### config.mk
export PLATFORM = sky130hd
export DESIGN_NAME = stream_demux_1_2_flat
export DESIGN_NICKNAME = d
export VERILOG_FILES = /design/src/rtl/demux_pkg.sv /design/src/rtl/stream_demux_1_2_if.sv /design/src/rtl/demux_fifo.sv /design/src/rtl/stream_demux_1_2.sv /design/src/flat_wrapper.sv
export SDC_FILE = /design/constraint.sdc
export NUM_CORES = 1
export LEC_CHECK = 0
export ABC_AREA = 1
export BUFFER_PORTS_ARGS = -buffer_cell sky130_fd_sc_hd__buf_2
export CAP_MARGIN = 40
export CORE_AREA = 2 2 90 92
export DETAILED_ROUTE_END_ITERATION = 12
export DIE_AREA = 0 0 92 94
export GPL_TIMING_DRIVEN = 0
export PLACE_DENSITY = 0.81
export SYNTH_ARGS = -nofsm -noshare
export SYNTH_HDL_FRONTEND = slang
export SYNTH_SLANG_ARGS = --single-unit
export TNS_END_PERCENT = 10
### constraint.sdc
create_clock -name clk -period 4.06 [get_ports clk]
set_clock_uncertainty 0.15 [all_clocks]
set_input_delay 0.609 -clock clk [delete_from_list [all_inputs] [get_ports clk]]
set_output_delay 0.609 -clock clk [all_outputs]
set_load 0.01 [all_outputs]
### src/rtl/demux_pkg.sv
// Shared constants and helpers for the 1-to-2 stream demultiplexer.
package demux_pkg;

  localparam logic CH0 = 1'b0;
  localparam logic CH1 = 1'b1;

  localparam int DEF_W     = 32'sd8;
  localparam int DEF_DEPTH = 32'sd4;
  localparam int DEF_CNT_W = 32'sd8;

  function automatic int clog2(input int n);
    int r;
    int p;
    r = 32'sd0;
    p = 32'sd1;
    while (p < n) begin
      p = p * 32'sd2;
      r = r + 32'sd1;
    end
    return r;
  endfunction

endpackage

### src/rtl/stream_demux_1_2_if.sv
// Bundles the input stream, both output streams and the debug counters of the demux.
interface stream_demux_1_2_if
  import demux_pkg::*;
#(
  parameter int W     = DEF_W,
  parameter int CNT_W = DEF_CNT_W
);

  logic             alt_mode;
  logic             in_valid;
  logic             in_ready;
  logic [W-1:0]     in_data;
  logic             in_sel;
  logic             out0_valid;
  logic             out0_ready;
  logic [W-1:0]     out0_data;
  logic             out1_valid;
  logic             out1_ready;
  logic [W-1:0]     out1_data;
  logic [CNT_W-1:0] cnt0;
  logic [CNT_W-1:0] cnt1;

  modport master (
    output alt_mode, in_valid, in_data, in_sel, out0_ready, out1_ready,
    input  in_ready, out0_valid, out0_data, out1_valid, out1_data, cnt0, cnt1
  );

  modport slave (
    input  alt_mode, in_valid, in_data, in_sel, out0_ready, out1_ready,
    output in_ready, out0_valid, out0_data, out1_valid, out1_data, cnt0, cnt1
  );

endinterface

### src/rtl/demux_fifo.sv
// First-word fall-through FIFO; the head entry is visible while the FIFO is non-empty.
module demux_fifo
  import demux_pkg::*;
#(
  parameter int W     = DEF_W,
  parameter int DEPTH = DEF_DEPTH
) (
  input  logic         clk,
  input  logic         rst_n,
  input  logic         push,
  input  logic [W-1:0] push_data,
  input  logic         pop,
  output logic         full,
  output logic         empty,
  output logic [W-1:0] head
);

  localparam int PTR_W = clog2(DEPTH);
  localparam int OCC_W = PTR_W + 32'sd1;

  logic [W-1:0]     mem_r [DEPTH];
  logic [PTR_W-1:0] wr_ptr_r;
  logic [PTR_W-1:0] rd_ptr_r;
  logic [OCC_W-1:0] occ_r;
  logic             full_s;
  logic             empty_s;
  logic             push_s;
  logic             pop_s;

  // Flag decode and qualification of push/pop against the flags.
  always_comb begin
    full_s  = (occ_r == OCC_W'(DEPTH));
    empty_s = (occ_r == OCC_W'(0));
    push_s  = push && !full_s;
    pop_s   = pop && !empty_s;
  end

  // Storage: cleared on reset, written only on a qualified push.
  always_ff @(posedge clk or negedge rst_n) begin
    if (!rst_n) begin
      for (int i = 0; i < DEPTH; i++) begin
        mem_r[i] <= '0;
      end
    end else if (push_s) begin
      mem_r[wr_ptr_r] <= push_data;
    end
  end

  // Pointers wrap naturally because DEPTH is a power of two.
  always_ff @(posedge clk or negedge rst_n) begin
    if (!rst_n) begin
      wr_ptr_r <= '0;
      rd_ptr_r <= '0;
      occ_r    <= '0;
    end else begin
      if (push_s) begin
        wr_ptr_r <= wr_ptr_r + PTR_W'(1);
      end
      if (pop_s) begin
        rd_ptr_r <= rd_ptr_r + PTR_W'(1);
      end
      case ({push_s, pop_s})
        2'b10:   occ_r <= occ_r + OCC_W'(1);
        2'b01:   occ_r <= occ_r - OCC_W'(1);
        default: occ_r <= occ_r;
      endcase
    end
  end

  assign full  = full_s;
  assign empty = empty_s;
  assign head  = mem_r[rd_ptr_r];

endmodule

### src/rtl/stream_demux_1_2.sv
// Steers one valid/ready stream into two per-channel FWFT FIFOs, by select bit or round-robin.
module stream_demux_1_2
  import demux_pkg::*;
#(
  parameter int W     = DEF_W,
  parameter int DEPTH = DEF_DEPTH,
  parameter int CNT_W = DEF_CNT_W
) (
  input logic               clk,
  input logic               rst_n,
  stream_demux_1_2_if.slave bus
);

  logic             dest_s;
  logic             in_ready_s;
  logic             accept_s;
  logic             push0_s;
  logic             push1_s;
  logic             full0_s;
  logic             full1_s;
  logic             empty0_s;
  logic             empty1_s;
  logic [W-1:0]     head0_s;
  logic [W-1:0]     head1_s;
  logic             toggle_r;
  logic [CNT_W-1:0] cnt0_r;
  logic [CNT_W-1:0] cnt1_r;

  // in_ready looks only at the destination FIFO, never at the output handshakes.
  always_comb begin
    dest_s     = CH0;
    in_ready_s = 1'b0;
    if (bus.alt_mode) begin
      dest_s = toggle_r;
    end else begin
      dest_s = bus.in_sel;
    end
    case (dest_s)
      CH0:     in_ready_s = !full0_s;
      CH1:     in_ready_s = !full1_s;
      default: in_ready_s = 1'b0;
    endcase
    accept_s = bus.in_valid && in_ready_s;
    push0_s  = accept_s && (dest_s == CH0);
    push1_s  = accept_s && (dest_s == CH1);
  end

  demux_fifo #(
    .W     (W),
    .DEPTH (DEPTH)
  ) u_fifo0 (
    .clk       (clk),
    .rst_n     (rst_n),
    .push      (push0_s),
    .push_data (bus.in_data),
    .pop       (bus.out0_ready),
    .full      (full0_s),
    .empty     (empty0_s),
    .head      (head0_s)
  );

  demux_fifo #(
    .W     (W),
    .DEPTH (DEPTH)
  ) u_fifo1 (
    .clk       (clk),
    .rst_n     (rst_n),
    .push      (push1_s),
    .push_data (bus.in_data),
    .pop       (bus.out1_ready),
    .full      (full1_s),
    .empty     (empty1_s),
    .head      (head1_s)
  );

  // Round-robin toggle advances only on an accept made in alternating mode.
  always_ff @(posedge clk or negedge rst_n) begin
    if (!rst_n) begin
      toggle_r <= 1'b0;
    end else if (accept_s && bus.alt_mode) begin
      toggle_r <= ~toggle_r;
    end else begin
      toggle_r <= toggle_r;
    end
  end

  // Saturating per-channel accept counters.
  always_ff @(posedge clk or negedge rst_n) begin
    if (!rst_n) begin
      cnt0_r <= '0;
      cnt1_r <= '0;
    end else begin
      if (push0_s && (cnt0_r != {CNT_W{1'b1}})) begin
        cnt0_r <= cnt0_r + CNT_W'(1);
      end
      if (push1_s && (cnt1_r != {CNT_W{1'b1}})) begin
        cnt1_r <= cnt1_r + CNT_W'(1);
      end
    end
  end

  assign bus.in_ready   = in_ready_s;
  assign bus.out0_valid = !empty0_s;
  assign bus.out0_data  = head0_s;
  assign bus.out1_valid = !empty1_s;
  assign bus.out1_data  = head1_s;
  assign bus.cnt0       = cnt0_r;
  assign bus.cnt1       = cnt1_r;

endmodule

### src/flat_wrapper.sv
// flat-port wrapper written by rule: the top's interface ports become plain ports
module stream_demux_1_2_flat import demux_pkg::*;
#(
  parameter int W     = DEF_W,
  parameter int DEPTH = DEF_DEPTH,
  parameter int CNT_W = DEF_CNT_W
)
  (clk, rst_n, bus_alt_mode, bus_in_valid, bus_in_data, bus_in_sel, bus_out0_ready, bus_out1_ready, bus_in_ready, bus_out0_valid, bus_out0_data, bus_out1_valid, bus_out1_data, bus_cnt0, bus_cnt1);
  stream_demux_1_2_if #(.W(W), .CNT_W(CNT_W)) bus_i ();
  input logic clk;
  input logic rst_n;
  input wire logic [$bits(bus_i.alt_mode)-1:0] bus_alt_mode;
  input wire logic [$bits(bus_i.in_valid)-1:0] bus_in_valid;
  input wire logic [$bits(bus_i.in_data)-1:0] bus_in_data;
  input wire logic [$bits(bus_i.in_sel)-1:0] bus_in_sel;
  input wire logic [$bits(bus_i.out0_ready)-1:0] bus_out0_ready;
  input wire logic [$bits(bus_i.out1_ready)-1:0] bus_out1_ready;
  output wire logic [$bits(bus_i.in_ready)-1:0] bus_in_ready;
  output wire logic [$bits(bus_i.out0_valid)-1:0] bus_out0_valid;
  output wire logic [$bits(bus_i.out0_data)-1:0] bus_out0_data;
  output wire logic [$bits(bus_i.out1_valid)-1:0] bus_out1_valid;
  output wire logic [$bits(bus_i.out1_data)-1:0] bus_out1_data;
  output wire logic [$bits(bus_i.cnt0)-1:0] bus_cnt0;
  output wire logic [$bits(bus_i.cnt1)-1:0] bus_cnt1;
  assign bus_i.alt_mode = bus_alt_mode;
  assign bus_i.in_valid = bus_in_valid;
  assign bus_i.in_data = bus_in_data;
  assign bus_i.in_sel = bus_in_sel;
  assign bus_i.out0_ready = bus_out0_ready;
  assign bus_i.out1_ready = bus_out1_ready;
  assign bus_in_ready = bus_i.in_ready;
  assign bus_out0_valid = bus_i.out0_valid;
  assign bus_out0_data = bus_i.out0_data;
  assign bus_out1_valid = bus_i.out1_valid;
  assign bus_out1_data = bus_i.out1_data;
  assign bus_cnt0 = bus_i.cnt0;
  assign bus_cnt1 = bus_i.cnt1;
  stream_demux_1_2 #(.W(W), .DEPTH(DEPTH), .CNT_W(CNT_W)) u_core (.clk(clk), .rst_n(rst_n), .bus(bus_i));
endmodule
==> impl_results.rst, run 1 <==
.. list-table::
   :header-rows: 1

   * - Metric
     - Value
   * - Result of the run
     - completed
   * - CTS Root Cell
     - sky130_fd_sc_hd__clkbuf_8
   * - Combinational family with the most area after synthesis
     - simple AND/OR/NAND/NOR gates
   * - Number of synthesized register bits
     - 95
   * - Number of buffers on the longest clock path
     - 2
   * - Max Cap Viol
     - 0
   * - Number of rows in the core area
     - 32
   * - Ratio of routed vias to standard cells
     - 5.39
   * - Clock sink count
     - 95
   * - Antenna violations before repair
     - 0
   * - Final cell utilization of the core
     - 70.3%
   * - Worst slew slack as a fraction of its limit
     - 62.4%
   * - Antenna-violating nets left
     - 0
   * - RSZ-0062 raised after global routing
     - no
   * - Number of design rule violations left after detail routing
     - 0
   * - Number of max-slew violations in the final report
     - 0
   * - First DRT Iteration DRCs
     - 335
   * - Post-Route M1 WL
     - 4870 µm
   * - Cell count after synthesis
     - 612
   * - Input/output buffers
     - 41
   * - Endpoint class of the critical path
     - output port
   * - Layout overhead on the synthesized area
     - 12.3%
   * - Ant diodes
     - 0
   * - Area after DPL
     - 5120 µm²
   * - Post-synthesis share of cell area spent on and, or, nand and nor gates
     - 30.0%
   * - Via count of the first global-routing pass
     - 3961
   * - Number of hold-slack violations in the final timing report
     - 0
   * - Compound-gate portion of the synthesized area
     - 8.36%
   * - Number of nets produced by synthesis
     - 641
   * - Power Dens Cells
     - 749 nW/µm²
   * - Pin slew with the least headroom to its limit
     - 0.564 ns
   * - Top cells by area in the synthesized netlist
     - sky130_fd_sc_hd__dfrtp_1 (50%), sky130_fd_sc_hd__nand2_1 (21%), sky130_fd_sc_hd__o21ai_0 (4.4%)
   * - Final setup viols
     - 0
   * - Overall die height
     - 94 µm
   * - First-pass GRT wire length
     - 18700 µm
   * - Sort of element at the start of the critical path
     - flop
   * - Fraction of synthesized area in multiplexers
     - 0%
   * - PostCTS Resize Cnt
     - 0
   * - WP data required
     - 3.30 ns
   * - Worst Path Class, Setup
     - reg -> out
   * - Share of the yosys chip area belonging to registers
     - 49.9%
   * - DIE AREA
     - 8650 µm²
   * - Area leader, netlist
     - sky130_fd_sc_hd__dfrtp_1
   * - Post-synthesis average cell area
     - 7.78 µm²
   * - Core box area
     - 7610 µm²
   * - Yosys warning total
     - 0
   * - Summed instance area of the synthesized netlist
     - 4760 µm²
   * - Post-CTS clock slew at the launch and capture registers of the worst setup and hold paths
     - 0.10 ns
   * - Share of layout cells above drive strength 1
     - 13.1%
   * - Number of ports placed on the die boundary
     - 50
   * - Critical Path Start
     - u_core.u_fifo0.rd_ptr_r[0]
   * - Area share of the largest cell type after synthesis
     - 49.9%
   * - DIE WIDTH
     - 92 µm
   * - Latest clock arrival within the worst-skew pair
     - 0.36 ns
   * - Number of clock buffers inserted by TritonCTS
     - 9
   * - Final Cycle Share
     - 69.3%
   * - H-tree depth
     - 3
   * - Final TNS setup
     - 0 ns
   * - Overall track demand over capacity in global routing
     - 27.7%
   * - Post-layout min period
     - 2.81 ns
   * - Number of buffers inserted by post-CTS setup repair
     - 0
   * - Remaining global-route overflow
     - 0
   * - Length of routed met3 wiring
     - 829 µm
   * - Worst hold slack after final layout
     - 0.0755 ns
   * - DP Worst Slack
     - 1.33 ns
   * - Xor and xnor fraction of the mapped netlist area
     - 2.58%
   * - Drt wl/cell
     - 14.3 µm
   * - Maximum fanout along the worst path
     - 10
   * - Post-detail-place hpwl
     - 7520 µm
   * - Overall via count from detail_route
     - 4162
   * - 1st-pass router iterations
     - 5
   * - Area share of fa/ha/maj cells after synthesis
     - 3.99%
   * - Path category of the worst min-delay check
     - in -> async
   * - Hold bufs inserted after CTS
     - 0
   * - Peak clock frequency supported by timing
     - 356 MHz
   * - Uppermost routed layer
     - met4
   * - Met2 Wirelength
     - 5210 µm
   * - Min setup slack post-route
     - 1.25 ns
   * - VDD IR-drop max
     - 0.000343 V
   * - Nets
     - 694
   * - Arrival @ worst endpoint
     - 2.05 ns
   * - Leakage dissipation
     - 0.00288 µW
   * - Gp weighted congestion
     - 0.819
   * - Clock tree from TritonCTS
     - done
   * - Worst R2R Start
     - u_core.u_fifo0.occ_r[0]
   * - Starting utilization of the core area
     - 62.6%
   * - Maximum number of pins on one net before global-route repair
     - 55
   * - Post-Route WL
     - 11100 µm
   * - Final Instance Area
     - 5350 µm²
   * - Post-synth cell types
     - 24
## cells by family after synthesis
kind of cell             Yosys count
adder cells (fa/ha/maj)           14
buffers and inverters             60
AND/OR/NAND/NOR                  354
AO/OA/AOI/OAI                     75
XOR/XNOR                          14
flip-flops                        95
## per-layer routing
metal  global-route usage, %  up-vias
met5                       0        -
met4                    8.33        0
met3                    6.34       21
met2                    45.0      151
met1                    37.4     1957
li1                        -     2033
## worst max-delay path, cell delays in order, from the launching register on
cell and delay, ns:
sky130_fd_sc_hd__dfrtp_1 0.37, sky130_fd_sc_hd__clkbuf_1 0.21, sky130_fd_sc_hd__inv_1 0.25, sky130_fd_sc_hd__clkbuf_1 0.38, sky130_fd_sc_hd__o21ai_0 0.16, sky130_fd_sc_hd__o22ai_1 0.15
sky130_fd_sc_hd__buf_2 0.16
## sequential cells by signal, summed over array words and instances (netlist names)
signal	cells
u_core.u_fifo0.occ_r	3
u_core.u_fifo1.rd_ptr_r	2
u_core.u_fifo0.rd_ptr_r	2
u_core.u_fifo0.mem_r	32
u_core.u_fifo0.wr_ptr_r	2
u_core.bus.cnt1	8
u_core.u_fifo1.mem_r	32
u_core.bus.cnt0	8
u_core.u_fifo1.occ_r	3
u_core.toggle_r	1
u_core.u_fifo1.wr_ptr_r	2
## through the flow
step | cells | power (µW)
2_1_floorplan | 612 | 2730
3_3_place_gp | 755 | 3200
3_5_place_dp | 756 | 3290
4_1_cts | 772 | 4000
5_1_grt | 772 | 4320
6_report | 772 | 4000
## final cells by class
type	count	area, µm²
plain buffers	19	88.8
inverters	41	154
multi-input cells	457	2140
clock buffers	10	138
fillers	637	2260
well taps	102	128
flip-flops and latches	95	2380
repair buffers	42	235
clock inverters	6	83.8
## path summary, 6_finish.rpt
kind	end	slack (ns)	cells past startpoint
setup / recovery	bus_out0_data[5]	1.25	6
hold / removal	u_core.u_fifo1.mem_r[28]	0.08	1
setup reg to reg	u_core.u_fifo0.occ_r[2]	1.52	10
hold reg to reg	u_core.u_fifo1.mem_r[19]	0.33	2
max in group asynchronous	u_core.u_fifo0.mem_r[27]	3.04	2
min in group clk	u_core.u_fifo1.mem_r[19]	0.33	2
## cells in the final DEF (no fill, tap or decap)
cell,Yosys,final
sky130_fd_sc_hd__o22ai_1,16,16
sky130_fd_sc_hd__nand2_1,271,271
sky130_fd_sc_hd__bufinv_16,0,2
sky130_fd_sc_hd__fa_1,2,2
sky130_fd_sc_hd__inv_2,1,1
sky130_fd_sc_hd__a21oi_1,4,4
sky130_fd_sc_hd__xnor2_1,3,3
sky130_fd_sc_hd__nand3_4,2,2
sky130_fd_sc_hd__xor2_1,11,11
sky130_fd_sc_hd__clkinv_4,0,1
sky130_fd_sc_hd__nand2_2,3,3
sky130_fd_sc_hd__nor2_2,12,12
sky130_fd_sc_hd__clkbuf_8,0,10
sky130_fd_sc_hd__clkinv_2,0,3
sky130_fd_sc_hd__nand3_1,10,10
sky130_fd_sc_hd__dfrtp_1,95,95
sky130_fd_sc_hd__nor2_1,47,47
sky130_fd_sc_hd__clkbuf_2,8,8
sky130_fd_sc_hd__buf_4,1,2
sky130_fd_sc_hd__clkbuf_1,7,7
sky130_fd_sc_hd__o21ai_1,12,12
sky130_fd_sc_hd__buf_16,0,1
sky130_fd_sc_hd__ha_1,12,12
sky130_fd_sc_hd__buf_2,3,43
sky130_fd_sc_hd__inv_1,40,40
sky130_fd_sc_hd__a21boi_1,1,1
sky130_fd_sc_hd__o21ai_0,42,42
sky130_fd_sc_hd__nand4_1,8,8
sky130_fd_sc_hd__nand3b_1,1,1
## synthesized netlist by cell type, drive strengths merged
| cell | count |
|---|---|
| a21boi | 1 |
| a21oi | 4 |
| buf | 4 |
| clkbuf | 15 |
| dfrtp | 95 |
| fa | 2 |
| ha | 12 |
| inv | 41 |
| nand2 | 274 |
| nand3 | 12 |
| nand3b | 1 |
| nand4 | 8 |
| nor2 | 59 |
| o21ai | 54 |
| o22ai | 16 |
| xnor2 | 3 |
| xor2 | 11 |
## power breakdown
part | switching (µW) | internal [µW]
clock network | 340 | 362
logic | 1070 | 631
registers | 255 | 1350
total | 1660 | 2340
No activity file was read; power rests on OpenSTA's default activity.
==> inputs of run 2 (changes only) <==
CORE_AREA = 2 2 93 95   (was 2 2 90 92)
DIE_AREA = 0 0 95 97   (was 0 0 92 94)
PLACE_DENSITY = 0.76   (was 0.81)
clock period = 2.68 ns   (was 4.06 ns; I/O delays follow)
==> run 2 against run 1 <==
Against the previous run: register-to-register slack got worse by 1.3 ns; critical path depth unchanged; worst hold slack improved by 0.12 ns; die area increased by 6.6%; critical path type unchanged; critical endpoint unchanged; largest power group unchanged; highest routed layer unchanged.
==> impl_results.rst, run 2 (same netlist as run 1, synthesis figures left out) <==
.. list-table::
   :header-rows: 1

   * - Metric
     - Value
   * - Sort of element at the start of the critical path
     - flop
   * - Path category of the worst min-delay check
     - in -> reg
   * - Endpoint class of the critical path
     - output port
   * - Net Switching
     - 2450 µW
   * - Post-detail-place hpwl
     - 7750 µm
   * - Via count of the first global-routing pass
     - 4019
   * - Part of the total power dissipated in sequential elements
     - 41.8%
   * - Peak clock frequency supported by timing
     - 396 MHz
   * - Number of rows in the core area
     - 33
   * - Worst slew slack as a fraction of its limit
     - 65.4%
   * - Layout overhead on the synthesized area
     - 11.1%
   * - Post-CTS clock slew at the launch and capture registers of the worst setup and hold paths
     - 0.08 ns
   * - Total area of multi-input combinational cells
     - 2140 µm²
   * - Result of the run
     - completed
   * - Share of layout cells above drive strength 1
     - 12.7%
   * - Overall die height
     - 97 µm
   * - Min setup slack post-route
     - 0.156 ns
   * - Maximum number of pins on one net before global-route repair
     - 64
   * - Worst Path Class, Setup
     - reg -> out
   * - Largest registers ranked by flip-flop count
     - u_core.u_fifo0.mem_r: 32 flops, u_core.u_fifo1.mem_r: 32 flops
   * - Latest clock arrival within the worst-skew pair
     - 0.36 ns
   * - Antenna violations before repair
     - 0
   * - Final Cycle Share
     - 94.2%
   * - Ant diodes
     - 0
   * - Drt wl/cell
     - 14.4 µm
   * - H-tree depth
     - 3
   * - Starting utilization of the core area
     - 58.5%
   * - VDD IR-drop max
     - 0.000447 V
   * - Core box area
     - 8130 µm²
   * - DIE AREA
     - 9220 µm²
   * - CTS Root Cell
     - sky130_fd_sc_hd__clkbuf_8
   * - Max Cap Viol
     - 0
   * - Nets
     - 695
   * - DP Worst Slack
     - 0.188 ns
   * - Overall track demand over capacity in global routing
     - 26.2%
   * - First-pass GRT wire length
     - 19000 µm
   * - Antenna-violating nets left
     - 0
   * - WP data required
     - 2.13 ns
   * - Number of design rule violations left after detail routing
     - 0
   * - DIE WIDTH
     - 95 µm
   * - Overall via count from detail_route
     - 4140
   * - Number of hold-slack violations in the final timing report
     - 0
   * - Final setup viols
     - 0
   * - Number of clock buffers inserted by TritonCTS
     - 9
   * - Pin slew with the least headroom to its limit
     - 0.518 ns
   * - Leakage dissipation
     - 0.00285 µW
   * - Post-Route WL
     - 11200 µm
   * - Power share of the combinational group
     - 44.2%
   * - First DRT Iteration DRCs
     - 218
   * - Clock sink count
     - 95
   * - Maximum fanout along the worst path
     - 10
   * - Post-layout min period
     - 2.52 ns
   * - Ratio of routed vias to standard cells
     - 5.36
   * - Power Dens Cells
     - 1090 nW/µm²
   * - Most common cell after layout, fill and taps aside
     - sky130_fd_sc_hd__nand2_1
   * - Remaining global-route overflow
     - 0
   * - Final TNS setup
     - 0 ns
   * - Share of total power consumed by net switching
     - 42.3%
   * - Input/output buffers
     - 41
   * - Number of buffers on the longest clock path
     - 2
   * - Number of ports placed on the die boundary
     - 50
   * - Commonest cells after routing, fill and taps aside
     - sky130_fd_sc_hd__nand2_1 (271), sky130_fd_sc_hd__dfrtp_1 (95), sky130_fd_sc_hd__nor2_1 (47)
   * - Arrival @ worst endpoint
     - 1.97 ns
   * - Flip-flop and latch area
     - 2380 µm²
   * - Internal Dissipation
     - 3340 µW
   * - RSZ-0062 raised after global routing
     - no
   * - Gp weighted congestion
     - 0.834
   * - Fill cell total of the finished layout
     - 725
   * - Clock tree from TritonCTS
     - done
   * - Part of the power in the clock network
     - 14.1%
   * - Number of max-slew violations in the final report
     - 0
   * - 1st-pass router iterations
     - 5
==> run 2: cell types whose count changed in the layout (fill, tap and decap cells not counted), sizes merged <==
cell         change
clkinv           -2
bufinv           -2
dlygate4sd3      +1
clkbuf           +1
==> run 2: worst paths after layout <==
kind | start | to | slack (ns) | cells past startpoint
min in group asynchronous | rst_n | u_core.u_fifo1.mem_r[28] | 0.38 | 2
setup reg to reg | u_core.u_fifo0.occ_r[0] | u_core.u_fifo0.occ_r[2] | 0.20 | 10
setup / recovery | u_core.u_fifo0.rd_ptr_r[0] | bus_out0_data[5] | 0.16 | 6
hold reg to reg | u_core.u_fifo1.mem_r[22] | u_core.u_fifo1.mem_r[22] | 0.33 | 2
max in group asynchronous | rst_n | u_core.u_fifo0.mem_r[23] | 1.35 | 3
hold / removal | bus_in_data[2] | u_core.u_fifo0.mem_r[26] | 0.20 | 3
==> run 2: timing repair <==
item	in CTS	in global routing
hold buffers	1	0
buffers inserted	0	0
resized for setup	0	2
endpoints found under the hold margin	32	0
setup endpoints to repair	0	8
==> run 2: cell type report <==
class / instances / share of cell area (%)
multi-input combinational: 457 / 40.5
clock inverter: 2 / 0.189
clock buffer: 11 / 2.67
sequential: 95 / 44.9
buffer: 19 / 1.70
tap: 105 / 2.48
inverter: 41 / 2.91
timing repair buffer: 43 / 4.64
==> run 2: stage by stage <==
stage	util, %	power (µW)	hold WS, ns	std cells	cell area [µm²]
2_1_floorplan	-	4140	-0.0436	612	4760
3_3_place_gp	62.7	4870	0.307	758	5100
3_5_place_dp	63.0	4990	0.242	759	5130
4_1_cts	65.0	5820	0.185	773	5290
5_1_grt	65.0	6310	0.206	773	5290
6_report	65.0	5790	0.200	773	5290
==> run 2: worst max-delay path, stage by stage (launching register included) <==
cell	delay, ns
sky130_fd_sc_hd__dfrtp_1	0.33
sky130_fd_sc_hd__clkbuf_1	0.32
sky130_fd_sc_hd__inv_1	0.25
sky130_fd_sc_hd__clkbuf_2	0.26
sky130_fd_sc_hd__o21ai_0	0.21
sky130_fd_sc_hd__o22ai_1	0.10
sky130_fd_sc_hd__buf_2	0.14
==> run 2: power by group through the flow <==
stage / registers (µW) / logic, µW / clock network [µW]
global placement: 2420 / 2450 / 0
detailed placement: 2440 / 2560 / 0
finish: 2420 / 2560 / 816
floorplan: 2380 / 1760 / 0
global route: 2500 / 2910 / 906
CTS: 2410 / 2570 / 839
==> run 2: per-layer routing <==
layer	vias up	wire, µm	GRT usage [%]
met5	-	0	0
met4	0	183	8.70
met3	17	721	4.28
met2	133	5240	42.2
met1	1966	5020	36.0
li1	2024	-	-
==> inputs of run 3 (changes only) <==
GPL_TIMING_DRIVEN = unset   (was 0)
SETUP_SLACK_MARGIN = 0.4   (was unset)
==> run 3 against run 2 <==
Against the previous run: via count increased by 1.4%; final cell count grew 0.26%; sequential power up 3%; power grew 6.6%; clock power up 40%; register-to-register slack better by 0.31 ns; cell area up 2.4%; combinational power about the same.
==> impl_results.rst, run 3 (same netlist as run 1, synthesis figures left out) <==
.. list-table::
   :header-rows: 1

   * - Metric
     - Value
   * - Part of the total power dissipated in sequential elements
     - 40.3%
   * - Hold Path Sink
     - u_core.u_fifo0.mem_r[11]
   * - Final Cycle Share
     - 81.1%
   * - Slowest library cell on the worst path
     - sky130_fd_sc_hd__dfrtp_1
   * - Peak clock frequency supported by timing
     - 460 MHz
   * - Number of max-slew violations in the final report
     - 0
   * - Gp weighted congestion
     - 0.839
   * - Result of the run
     - completed
   * - Number of rows in the core area
     - 33
   * - Share of layout cells above drive strength 1
     - 14.5%
   * - Final setup viols
     - 0
   * - Final TNS setup
     - 0 ns
   * - Overall die height
     - 97 µm
   * - 1st-pass router iterations
     - 5
   * - DIE AREA
     - 9220 µm²
   * - Core box area
     - 8130 µm²
   * - Number of buffers on the longest clock path
     - 2
   * - Latest clock arrival within the worst-skew pair
     - 0.35 ns
   * - CTS Root Cell
     - sky130_fd_sc_hd__clkbuf_8
   * - Worst slew slack as a fraction of its limit
     - 65.5%
   * - Pin slew with the least headroom to its limit
     - 0.516 ns
   * - Ratio of routed vias to standard cells
     - 5.42
   * - Critical R2R Capture
     - u_core.u_fifo0.occ_r[2]
   * - Antenna-violating nets left
     - 0
   * - Part of the power in the clock network
     - 18.5%
   * - Number of ports placed on the die boundary
     - 50
   * - Worst Hold Path Cells
     - 3
   * - Worst Reg-to-Reg Cells
     - 9
   * - Worst Path Class, Setup
     - reg -> reg
   * - Worst hold slack after final layout
     - 0.196 ns
   * - Leakage dissipation
     - 0.00289 µW
   * - Worst R2R Start
     - u_core.u_fifo0.occ_r[0]
   * - H-tree depth
     - 3
   * - Maximum fanout along the worst path
     - 11
   * - Remaining global-route overflow
     - 0
   * - Via count of the first global-routing pass
     - 3943
   * - Max Cap Viol
     - 0
   * - Input/output buffers
     - 49
   * - Layout overhead on the synthesized area
     - 13.8%
   * - WP data required
     - 2.77 ns
   * - DIE WIDTH
     - 95 µm
   * - Arrival @ worst endpoint
     - 2.26 ns
   * - Overall via count from detail_route
     - 4198
   * - Path category of the worst min-delay check
     - in -> reg
   * - Internal reg-to-reg setup slack
     - 0.51 ns
   * - First DRT Iteration DRCs
     - 268
   * - Post-detail-place hpwl
     - 7630 µm
   * - Power share of the combinational group
     - 41.2%
   * - VDD IR-drop max
     - 0.000501 V
   * - Antenna violations before repair
     - 0
   * - Post-Route WL
     - 11300 µm
   * - Number of hold-slack violations in the final timing report
     - 0
   * - Clock tree from TritonCTS
     - done
   * - Post-CTS clock slew at the launch and capture registers of the worst setup and hold paths
     - 0.09 ns
   * - Hold path startpoint
     - bus_in_data[3]
   * - Starting utilization of the core area
     - 58.5%
   * - Power Dens Cells
     - 1140 nW/µm²
   * - RSZ-0062 raised after global routing
     - yes
   * - Post-layout min period
     - 2.17 ns
   * - Sort of element at the start of the critical path
     - flop
   * - Overall track demand over capacity in global routing
     - 26.0%
   * - Bufs and invs on worst path
     - 1
   * - Most common cell after layout, fill and taps aside
     - sky130_fd_sc_hd__nand2_1
   * - Ant diodes
     - 0
   * - Drt wl/cell
     - 14.5 µm
   * - Commonest cells after routing, fill and taps aside
     - sky130_fd_sc_hd__nand2_1 (271), sky130_fd_sc_hd__dfrtp_1 (95), sky130_fd_sc_hd__buf_2 (48)
   * - Maximum number of pins on one net before global-route repair
     - 59
   * - Share of total power consumed by net switching
     - 40.5%
   * - Endpoint class of the critical path
     - flop
   * - Chain of cells forming the critical path
     - nor2_1, nand2_2, nand3_4, ha_1, inv_1, fa_1, a21oi_1, o21ai_0, xor2_1
   * - Net Switching
     - 2500 µW
   * - Number of design rule violations left after detail routing
     - 0
   * - Kind of cell adding the most delay to the critical path
     - adder cells
   * - Largest registers ranked by flip-flop count
     - u_core.u_fifo0.mem_r: 32 flops, u_core.u_fifo1.mem_r: 32 flops
   * - Number of clock buffers inserted by TritonCTS
     - 9
   * - Peak per-stage delay on the critical path
     - 0.41 ns
   * - Nets
     - 694
   * - Final cell utilization of the core
     - 66.6%
   * - First-pass GRT wire length
     - 18900 µm
   * - Internal Dissipation
     - 3670 µW
   * - Clock sink count
     - 95
-- run 3: changes by cell type in the layout (fill, tap and decap cells not counted), moves of 2 or more --
cell | previous run | this run
sky130_fd_sc_hd__clkbuf_1 | 7 | 1
sky130_fd_sc_hd__inv_1 | 40 | 38
sky130_fd_sc_hd__buf_4 | 2 | 11
sky130_fd_sc_hd__bufinv_16 | 0 | 3
sky130_fd_sc_hd__clkinv_2 | 2 | 0
sky130_fd_sc_hd__buf_2 | 43 | 48
sky130_fd_sc_hd__clkbuf_2 | 9 | 0
sky130_fd_sc_hd__clkinvlp_4 | 0 | 3
-- run 3: tightest hold or removal path: cells and delay by family --
kind	cells	cell delay (ns)
buffers and inverters	1	0.15
and+or+nand+nor	2	0.11
-- run 3: timing repair --
action / 4_1_cts / 5_1_grt
hold buffers: 1 / 0
buffers inserted: 0 / 7
resized for setup: 0 / 6
cloned: 0 / 0
setup endpoints to repair: 1 / 9
endpoints found under the hold margin: 37 / 0
pin swaps: 1 / 0
-- run 3: cell type report --
cell class	count	area, µm²
fill	650	2720
multi-input combinational	457	2150
clock buffer	11	141
clock inverter	5	105
timing repair buffer	61	353
tap	105	131
sequential	95	2380
inverter	41	158
-- run 3: power by group through the flow --
stage	clock network [µW]	registers (µW)	logic [µW]
floorplan	0	2380	1760
global route	1230	2570	2910
detailed placement	0	2480	2490
global placement	0	2470	2390
CTS	1150	2460	2510
finish	1140	2490	2540
-- run 3: how the worst max path moves through the flow --
stage	slack, ns	depth (start not counted)	to	start
floorplan	0.46	10	u_core.u_fifo0.occ_r[2]	u_core.u_fifo0.occ_r[0]
global placement	0.47	11	u_core.u_fifo0.occ_r[2]	bus_alt_mode
detailed placement	0.41	11	u_core.u_fifo0.occ_r[2]	bus_alt_mode
CTS	0.42	9	u_core.u_fifo0.occ_r[2]	u_core.u_fifo0.occ_r[0]
global route	0.39	9	u_core.u_fifo0.occ_r[2]	u_core.u_fifo0.occ_r[0]
finish	0.51	9	u_core.u_fifo0.occ_r[2]	u_core.u_fifo0.occ_r[0]
-- run 3: per-stage QoR --
step,cells,total power (µW),cell area [µm²],worst slack [ns]
2_1_floorplan,612,4140,4760,0.458
3_3_place_gp,751,4860,5090,0.470
3_5_place_dp,751,4980,5090,0.408
4_1_cts,768,6120,5350,0.424
5_1_grt,775,6710,5420,0.390
6_report,775,6170,5420,0.506
-- run 3: metal layers --
metal	GRT usage, %	wire length (µm)
met1	38.3	5120
met2	40.2	5370
met3	5.30	680
met4	5.13	103
met5	0	0
